## src/rtl/hilo_muldiv_unit_pkg.sv

```systemverilog
// Shared types for the HI/LO multiply/divide unit: op encodings, FSM states and helpers.
package hilo_muldiv_unit_pkg;

    localparam int MULDIV_OP_W = 4;

    typedef enum logic [MULDIV_OP_W-1:0] {
        OP_NOP   = 4'd0,
        OP_MULT  = 4'd1,
        OP_MULTU = 4'd2,
        OP_DIV   = 4'd3,
        OP_DIVU  = 4'd4,
        OP_MTHI  = 4'd5,
        OP_MTLO  = 4'd6,
        OP_MFHI  = 4'd7,
        OP_MFLO  = 4'd8,
        OP_MADD  = 4'd9,
        OP_MADDU = 4'd10,
        OP_MSUB  = 4'd11,
        OP_MSUBU = 4'd12
    } muldiv_op_t;

    typedef enum logic [2:0] {
        S_IDLE,
        S_MUL,
        S_DIV,
        S_DONE,
        S_ACC
    } muldiv_state_t;

    function automatic logic op_is_signed(input muldiv_op_t op);
        return op inside {OP_MULT, OP_DIV, OP_MADD, OP_MSUB};
    endfunction

endpackage

```

## src/rtl/hilo_muldiv_unit_div_iter.sv

```systemverilog
// Unsigned restoring divider core retiring DIV_STEP quotient bits per cycle.
module hilo_muldiv_unit_div_iter #(
    parameter int XLEN     = 32,
    parameter int DIV_STEP = 1
) (
    input  logic            clk,
    input  logic            reset,
    input  logic            start_i,
    input  logic [XLEN-1:0] dividend_i,
    input  logic [XLEN-1:0] divisor_i,
    output logic            done_o,
    output logic [XLEN-1:0] quotient_o,
    output logic [XLEN-1:0] remainder_o
);

    localparam int ITERS = XLEN / DIV_STEP;
    localparam int CNT_W = $clog2(ITERS + 1);

    logic [XLEN-1:0]  rem_q, quo_q, dvs_q;
    logic [XLEN-1:0]  rem_d, quo_d;
    logic [XLEN:0]    trial;
    logic [CNT_W-1:0] cnt_q;

    // NOTE: every always_comb output gets a default before the loop, so no latch can be inferred.
    always_comb begin
        rem_d = rem_q;
        quo_d = quo_q;
        trial = '0;
        for (int i = 0; i < DIV_STEP; i++) begin
            trial = {rem_d, quo_d[XLEN-1]};
            quo_d = {quo_d[XLEN-2:0], 1'b0};
            if (trial >= {1'b0, dvs_q}) begin
                trial    = trial - {1'b0, dvs_q};
                quo_d[0] = 1'b1;
            end
            rem_d = trial[XLEN-1:0];
        end
    end

    // NOTE: state registers use non-blocking assignments so every flop samples pre-edge values.
    always_ff @(posedge clk) begin
        if (reset) begin
            rem_q <= '0;
            quo_q <= '0;
            dvs_q <= '0;
            cnt_q <= '0;
        end else if (start_i) begin
            rem_q <= '0;
            quo_q <= dividend_i;
            dvs_q <= divisor_i;
            cnt_q <= CNT_W'(ITERS);
        end else if (cnt_q != '0) begin
            rem_q <= rem_d;
            quo_q <= quo_d;
            cnt_q <= cnt_q - CNT_W'(1);
        end
    end

    // Outputs are the post-step values, so they are final in the same cycle done_o is high.
    assign done_o      = (cnt_q == CNT_W'(1));
    assign quotient_o  = quo_d;
    assign remainder_o = rem_d;

endmodule

```

## src/rtl/hilo_muldiv_unit.sv

```systemverilog
// Iterative multiply/divide unit with architectural HI/LO for the EXE stage.
// Define HILO_MADD_EN to enable MADD/MADDU/MSUB/MSUBU accumulation into {HI,LO}.
module hilo_muldiv_unit
    import hilo_muldiv_unit_pkg::*;
#(
    parameter int XLEN     = 32,
    parameter int MUL_LAT  = 3,
    parameter int DIV_STEP = 1
) (
    input  logic                   clk,
    input  logic                   reset,
    input  logic                   in_valid,
    output logic                   in_ready,
    input  logic [MULDIV_OP_W-1:0] op,
    input  logic [XLEN-1:0]        src1,
    input  logic [XLEN-1:0]        src2,
    output logic                   out_valid,
    input  logic                   out_ready,
    output logic [XLEN-1:0]        result,
    input  logic                   wr_disable,
    input  logic                   flush,
    output logic                   busy
);

`ifdef HILO_MADD_EN
    localparam bit MADD_EN = 1'b1;
`else
    localparam bit MADD_EN = 1'b0;
`endif

    localparam int CNT_W = (MUL_LAT < 2) ? 1 : $clog2(MUL_LAT);

    muldiv_state_t       state_q, state_d;
    muldiv_op_t          op_in, op_q;
    logic [XLEN-1:0]     hi_q, lo_q, src1_q;
    logic [2*XLEN-1:0]   res_q, res_d;
    logic [CNT_W-1:0]    cnt_q, cnt_d;
    logic                sign1_q, sign2_q, div_zero_q;

    logic                accept, commit, div_start, div_done;
    logic                neg1, neg2, is_mul_in, is_madd_in, is_div_in, madd_q, msub_q;
    logic                wr_hi, wr_lo;
    logic [XLEN-1:0]     mag1, mag2, quotient, remainder, quo_fix, rem_fix;
    logic [2*XLEN-1:0]   prod_mag, prod_in;

    assign op_in      = muldiv_op_t'(op);
    assign accept     = in_valid && (state_q == S_IDLE) && (op_in != OP_NOP) && !flush;
    assign neg1       = op_is_signed(op_in) && src1[XLEN-1];
    assign neg2       = op_is_signed(op_in) && src2[XLEN-1];
    assign mag1       = neg1 ? -src1 : src1;
    assign mag2       = neg2 ? -src2 : src2;
    assign prod_mag   = {{XLEN{1'b0}}, mag1} * {{XLEN{1'b0}}, mag2};
    assign prod_in    = (neg1 ^ neg2) ? -prod_mag : prod_mag;
    assign is_madd_in = MADD_EN && (op_in inside {OP_MADD, OP_MADDU, OP_MSUB, OP_MSUBU});
    assign is_mul_in  = (op_in inside {OP_MULT, OP_MULTU}) || is_madd_in;
    assign is_div_in  = op_in inside {OP_DIV, OP_DIVU};
    assign madd_q     = MADD_EN && (op_q inside {OP_MADD, OP_MADDU, OP_MSUB, OP_MSUBU});
    assign msub_q     = op_q inside {OP_MSUB, OP_MSUBU};

    // Quotient takes the XOR of operand signs; remainder follows the dividend.
    assign quo_fix = (sign1_q ^ sign2_q) ? -quotient : quotient;
    assign rem_fix = sign1_q ? -remainder : remainder;

    hilo_muldiv_unit_div_iter #(.XLEN(XLEN), .DIV_STEP(DIV_STEP)) u_div_iter (
        .clk         (clk),
        .reset       (reset),
        .start_i     (div_start),
        .dividend_i  (mag1),
        .divisor_i   (mag2),
        .done_o      (div_done),
        .quotient_o  (quotient),
        .remainder_o (remainder)
    );

    always_comb begin
        state_d   = state_q;
        cnt_d     = cnt_q;
        res_d     = res_q;
        div_start = 1'b0;
        unique case (state_q)
            S_IDLE: if (accept) begin
                if (is_mul_in) begin
                    res_d = prod_in;
                    cnt_d = CNT_W'(MUL_LAT - 1);
                    if (MUL_LAT > 1)     state_d = S_MUL;
                    else if (is_madd_in) state_d = S_ACC;
                    else                 state_d = S_DONE;
                end else if (is_div_in) begin
                    div_start = 1'b1;
                    state_d   = S_DIV;
                end else begin
                    state_d = S_DONE;
                end
            end
            S_MUL: begin
                cnt_d = cnt_q - CNT_W'(1);
                if (cnt_q == CNT_W'(1)) state_d = madd_q ? S_ACC : S_DONE;
            end
            S_ACC: begin
                res_d   = msub_q ? ({hi_q, lo_q} - res_q) : ({hi_q, lo_q} + res_q);
                state_d = S_DONE;
            end
            S_DIV: if (div_done) begin
                res_d   = div_zero_q ? {src1_q, {XLEN{1'b1}}} : {rem_fix, quo_fix};
                state_d = S_DONE;
            end
            S_DONE: if (out_ready) state_d = S_IDLE;
            default: state_d = S_IDLE;
        endcase
        if (flush) state_d = S_IDLE;
    end

    assign commit = (state_q == S_DONE) && out_ready && !wr_disable && !flush;
    assign wr_hi  = (op_q inside {OP_MULT, OP_MULTU, OP_DIV, OP_DIVU, OP_MTHI}) || madd_q;
    assign wr_lo  = (op_q inside {OP_MULT, OP_MULTU, OP_DIV, OP_DIVU, OP_MTLO}) || madd_q;

    always_ff @(posedge clk) begin
        if (reset) begin
            state_q    <= S_IDLE;
            op_q       <= OP_NOP;
            hi_q       <= '0;
            lo_q       <= '0;
            src1_q     <= '0;
            res_q      <= '0;
            cnt_q      <= '0;
            sign1_q    <= 1'b0;
            sign2_q    <= 1'b0;
            div_zero_q <= 1'b0;
        end else begin
            state_q <= state_d;
            res_q   <= res_d;
            cnt_q   <= cnt_d;
            if (accept) begin
                op_q       <= op_in;
                src1_q     <= src1;
                sign1_q    <= neg1;
                sign2_q    <= neg2;
                div_zero_q <= (src2 == '0);
            end
            if (commit && wr_hi) hi_q <= (op_q == OP_MTHI) ? src1_q : res_q[2*XLEN-1:XLEN];
            if (commit && wr_lo) lo_q <= (op_q == OP_MTLO) ? src1_q : res_q[XLEN-1:0];
        end
    end

    assign in_ready  = (state_q == S_IDLE);
    assign busy      = (state_q != S_IDLE);
    assign out_valid = (state_q == S_DONE);

    always_comb begin
        result = '0;
        if (state_q == S_DONE) begin
            if (op_q == OP_MFHI)      result = hi_q;
            else if (op_q == OP_MFLO) result = lo_q;
        end
    end

endmodule

```

## config.mk

```make
export PLATFORM = sky130hd
export DESIGN_NAME = hilo_muldiv_unit
export DESIGN_NICKNAME = d
export VERILOG_FILES = /design/src/rtl/hilo_muldiv_unit_pkg.sv /design/src/rtl/hilo_muldiv_unit_div_iter.sv /design/src/rtl/hilo_muldiv_unit.sv
export SDC_FILE = /design/constraint.sdc
export NUM_CORES = 2
export LEC_CHECK = 0
export ABC_CLOCK_PERIOD_IN_PS = 10100
export BUFFER_PORTS_ARGS = -buffer_cell sky130_fd_sc_hd__buf_2
export CAP_MARGIN = 20
export CORE_ASPECT_RATIO = 0.75
export CORE_MARGIN = 2
export CORE_UTILIZATION = 50
export CTS_CLUSTER_SIZE = 20
export DETAILED_ROUTE_END_ITERATION = 10
export PLACE_DENSITY_LB_ADDON = 0.15
export SLEW_MARGIN = 20
export SYNTH_ARGS = -nofsm -noshare
export SYNTH_HDL_FRONTEND = slang
export SYNTH_SLANG_ARGS = --single-unit
export TNS_END_PERCENT = 1
```

## constraint.sdc

```tcl
create_clock -name clk -period 10.1 [get_ports clk]
set_input_delay 0 -clock clk [delete_from_list [all_inputs] [get_ports clk]]
set_output_delay 0 -clock clk [all_outputs]
set_load 0.005 [all_outputs]
```

# After elaboration in Yosys (flattened, before gate mapping)
# Index checks and enable logic that the tools add are counted.
# Widths: inputs -> output; s select.
# word_totals
output_inout_bits,35
regBits,274
inputBits,74
elab_cells,123
ram_bits,0
latch_bits,0
mem_count,0
romBits,0
# classes
n_addsub,10
n_shift,0
bitwise,2
n_lt_le_gt_ge,1
div_mod_pow,0
n_reduce_logical,31
multipliers,1
eq_ne,27
n_mux,36
# ops
cell,count
$mux 32,12
$mux 64,6
$pmux 64 s3,1
$neg 32->32,4
$add 64x64->64,1
$mul 32x32->64,1
$neg 64->64,1
$sub 64x64->64,1
$ge 33x32->1,1
$logic_not 32->1,1
$sub 32x32->32,1
$eq 4x3->1 const B,5
$eq 4x4->1 const B,5
$eq 4x2->1 const B,4
$pmux 3 s5,1
$mux 3,4
$mux 6,2
$logic_and 1x1->1,10
$reduce_bool 2->1,5
$reduce_bool 5->1,2
$eq 4x1->1 const B,2
$reduce_and 4->1,2
$reduce_bool 4->1,2
$eq 3x2->1 const B,2
18 further kinds,32

# Longest topological paths before layout
# depth
ltp_word,10
mapped_depth,41
mapped_depth_nobuf,36

# Modules after synthesis
# From an unflattened synthesis, not the netlist that was laid out.
# unflattened
cells_unflattened,6480
hier_area_um2,52569.2
# by_module_without_submodules
mod,cells_each,instances,area_each_um2,seq_area_each_um2
hilo_muldiv_unit,5633,1,46009.1,3423.3
hilo_muldiv_unit_div_iter,847,1,6560.0,2042.0

# Worst setup path before layout
# Ideal clock, no wire load.
# synth_path
path_type,input-to-reg
start,input src1[0]
end,register res_q[60]
path_stages,40
arrival_time_ns,9.993
slack_ns,0.050
setup_ns,0.058
required_time_ns,10.042
path_buffers,4
path_cell_list,inv_1 -> clkbuf_1 -> ha_1 -> nor3b_1 -> nand2_1 -> nor3_1 -> nand3_1 -> nor4_1 -> nor2_1 -> xor2_1 -> clkbuf_1 -> buf_1 -> nand2_1 -> fa_1 -> inv_1 -> fa_1 -> fa_1 -> inv_1 -> (+4 left out) -> fa_1 -> inv_1 -> fa_1 -> inv_1 -> ha_1 -> clkbuf_1 -> nand4_1 -> nor4_1 -> nand3_1 -> a21oi_1 -> nor3_1 -> xor2_1 -> nand3b_1 -> nor4b_2 -> nand4_2 -> or4_1 -> a21oi_1 -> o21a_1
# synth_via
elab_chain_len,8
# synth_lines
item,line_no,source
start: declaration,hilo_muldiv_unit.sv:15,"input logic [XLEN-1:0] src1,"
$neg 32->32,hilo_muldiv_unit.sv:50,assign mag1 = neg1 ? -src1 : src1;
$mux 32 *,hilo_muldiv_unit.sv:50,
$mul 32x32->64 *,hilo_muldiv_unit.sv:52,"assign prod_mag = {{XLEN{1'b0}}, mag1} * {{XLEN{1'b0}}, mag2};"
$neg 64->64,hilo_muldiv_unit.sv:53,assign prod_in = (neg1 ^ neg2) ? -prod_mag : prod_mag;
$mux 64 *,hilo_muldiv_unit.sv:53,
$mux 64 *,hilo_muldiv_unit.sv:82,if (is_mul_in) begin
$mux 64 *,hilo_muldiv_unit.sv:81,S_IDLE: if (accept) begin
$pmux 64 s3 *,hilo_muldiv_unit.sv:80,unique case (state_q)
end signal: assignment,hilo_muldiv_unit.sv:131,res_q <= res_d;
end: declaration,hilo_muldiv_unit.sv:36,"logic [2*XLEN-1:0] res_q, res_d;"
# Mark *: on every way between the ends. The rest lies on a longest branch, timed or not. The select of a mux whose other input is x is not followed.
# A chain may end at the register's enable or synchronous reset.

# Final worst setup path
# layout_path
start,input op[2]
end,register res_q[28]
# layout_via
elab_chain_len,10
word_cells_on_any_way,24
cone_classes,1 x add/sub; 1 x mul; 7 x eq/ne; 6 x mux; 1 x bitwise; 8 x reduce/logical
# layout_lines
item,line_no,source
start: declaration,hilo_muldiv_unit.sv:14,"input logic [MULDIV_OP_W-1:0] op,"
$eq 4x1->1 (tied with other cells),"hilo_muldiv_unit_pkg.sv:31, hilo_muldiv_unit.sv:55",
$reduce_bool 4->1,hilo_muldiv_unit_pkg.sv:31,"return op inside {OP_MULT, OP_DIV, OP_MADD, OP_MSUB};"
"$logic_and 1x1->1, on equally long branches","hilo_muldiv_unit.sv:48, hilo_muldiv_unit.sv:49",
"$mux 32, on equally long branches","hilo_muldiv_unit.sv:50, hilo_muldiv_unit.sv:51",
$mul 32x32->64,hilo_muldiv_unit.sv:52,
$neg 64->64,hilo_muldiv_unit.sv:53,
$mux 64,hilo_muldiv_unit.sv:53,
$mux 64,hilo_muldiv_unit.sv:82,
$mux 64,hilo_muldiv_unit.sv:81,
$pmux 64 s3,hilo_muldiv_unit.sv:80,
# Parallel ways exist; a longest one is shown, timed or not. The select of a mux whose other input is x is not followed.

==> results.ini <==
[logic_synthesis]
yosysWarnings = 0
netlist.top_cell.by_area = fa_1
synth.distinct_cells = 92
synthXorXnorAreaFrac_pct = 4.63
syn_area_um2 = 52000
avgSynthCellArea_um2 = 8.07
seq_area_frac_synth_pct = 10.5
ys_async_sr_fraction_pct = 0
yosys-top-cells-area = fa_1 35%, dfxtp_1 11%, ha_1 7.4%, inv_1 6.9%, nor2_1 6.6%
synth_top_family_by_area = adder cells
yosys.area_share.simple_pct = 18.5
netlist_instances = 6445
ys_ff_latch = 273
synth_fp_nets = 7723
synthFlopType = dfxtp_1
synthAdderAreaFrac_pct = 41.9
synth-compound-area-share_pct = 12.9
muxShareOfSynthArea_pct = 1.88
synth-edff-count = 0
synth_top_area_share_pct = 34.5

[global_routing]
grt_pass1_vias = 48100
grt_pass1_wl_um = 320000
gr-total-overflow = 0
antenna_found_initial = 15
grt_usage_pct = 40.3
grt_max_degree = 73

[die]
rows = 102
initial_core_util_pct = 50.4
boundaryPins = 109
fp.dieH_um = 283
dieArea_um2 = 107000
die_x_um = 376
core_um2 = 103000

[sta]
worstMarginPinSlew_ns = 1.34
finalCritPeriodShare_pct = 97.6
fmaxAchievable_mhz = 101
fin_crit_ns = 9.86
rsz0062_at_grt = yes
relSlewSlack_pct = 10.1
setup_viol = 0
clock_skew_ns = 0.0205
drv_slew = 0
hold_viol_final = 0

[clock_network]
clock_latency_ns = 0.57
cts-buffers-inserted = 24
clk_pin_slew_ns = 0.08
cts_sinks = 273
clockRootBuffer = clkbuf_16
h-tree-depth = 1
cts_tree = yes
clk_path_buf_depth = 3

[drt]
drc = 0
vias = 49300
routed_wirelength_um = 213000
drt-pass1-iter-count = 6
drt_iter0_drc = 5729
final_antenna_net_count = 0
wire_per_inst_um = 25.3
vias_per_cell = 5.87

[worst_setup_path]
r2r-end = res_q[57]
crit_fanout = 12
crit_required_ns = 10.52
r2r_cells = 15
cp.arrival_ns = 10.28
slowest_delay_ns = 0.64
cpMaxStageDelayCell = fa_1
cpMostUsedCell = fa_1
crit_type = input port to register
r2r_start = u_div_iter.dvs_q[26]
start_kind = input port
cp-endpoint = res_q[28]
r2r_slack_ns = 3.78
cp-startpoint = op[2]
crit_path_end_kind = register

[finish]
fin_nets = 8298
num-fill-cells = 9493
drive_gt1_share_pct = 15.7
final_cells = 8403
final_cell_mix = 962 x inv_1, 910 x nor2_1, 896 x fa_1
design_area_um2 = 61400
area_delta_synth_final_pct = 18.1
final_common_cell = inv_1

[flow_run]
drv_cap = 0

[place]
dpl_cell_area_um2 = 59600
hpwl_um = 179000
globalplace.congestion = 1.02
dp.cells = 8295
io_buffer_count = 108

[hold_path]
hold_class = input port to register

[outcome]
status = complete, no violations

## layout make-up
class	count	area [µm²]	share of cell area, %
timing repair buffer	924	7310	11.9
multi-input combinational	4834	42400	69.1
antenna	13	32.5	0.0530
tap	1352	1690	2.75
clock inverter	14	191	0.312
clock buffer	30	674	1.10
sequential	273	5470	8.90
inverter	963	3610	5.89
## flip-flops by register name (all words and copies together), names as in the netlist
| name | count |
|---|---|
| res_q | 64 |
| u_div_iter.cnt_q | 6 |
| u_div_iter.rem_q | 32 |
| sign2_q | 1 |
| op_q | 4 |
| lo_q | 32 |
| u_div_iter.dvs_q | 32 |
| src1_q | 32 |
| sign1_q | 1 |
| state_q | 2 |
| u_div_iter.quo_q | 32 |
| cnt_q | 2 |
| hi_q | 32 |
| div_zero_q | 1 |
## per-stage QoR
stage	setup TNS, ns	hold slack [ns]	utilization, %	setup slack, ns
after floorplan	0	0.136	-	0.0497
after global placement	-5.30	0.299	57.8	-0.505
after detailed placement	-5.54	0.307	57.8	-0.481
after CTS	0	0.00134	59.0	0.0220
after global routing	-0.0962	0.00465	59.5	-0.0429
final	0	0.0282	59.5	0.240
## logic make-up (layout without fill, tap and decap cells)
kind of cell	count (synthesis)	count (layout)
flops	273	273
compound gates	1013	1013
mux	97	97
buf+inv	1338	1931
xor+xnor	275	275
simple gates	2245	2245
other cells	0	13
fa+ha+maj	1204	1204
## worst min path at each step
stage                   from  slack (ns)  cells past startpoint         end
detailed placement     flush        0.31                      2  state_q[0]
CTS                 in_valid       0.001                      5     op_q[0]
global route        src1[20]       0.005                      4  src1_q[20]
finish              src1[20]        0.03                      4  src1_q[20]
floorplan           src1[24]        0.14                      2  src1_q[24]
global placement       op[1]        0.30                      3     op_q[1]
## critical path: cells and delay by family
family	cells	cell delay, ns
simple gates	9	1.59
xor+xnor	3	0.50
fa+ha+maj	9	4.13
compound gates	5	1.34
buf+inv	15	2.66
## synthesized netlist by cell type, drive strengths merged (10+ instances only)
cell / number
xor2: 108
nand3: 43
o21bai: 13
or3: 32
dfxtp: 273
nand4: 52
nand3b: 12
a311oi: 37
o21a: 20
a31oi: 32
a21oi: 303
nor2b: 48
mux2i: 90
ha: 307
a221oi: 10
a211oi: 141
o31ai: 31
o21ai: 151
and2: 43
clkbuf: 347
o211ai: 44
buf: 28
o221ai: 33
nand2b: 22
a22oi: 47
xnor2: 167
or4: 20
o41ai: 13
inv: 963
and3: 22
fa: 897
nor3: 81
a211o: 10
nand2: 876
nor4: 28
a21o: 46
a21boi: 12
nor2: 922
## routing by layer
layer	vias up	routed length (µm)	global-route usage, %
met5	-	0	0
met4	0	7660	11.9
met3	289	28000	12.4
met2	2695	84000	54.8
met1	24600	93300	60.8
li1	21800	-	-
## timing repair
action	CTS	global route
gates resized for setup	0	98
setup endpoints to repair	0	41
setup buffers	0	9
endpoints found under the hold margin	72	0
hold buffers	42	0
Power is left out: the tool's default activity adds up to more than one toggle a clock period on the data nets, which glitch-free logic cannot reach.
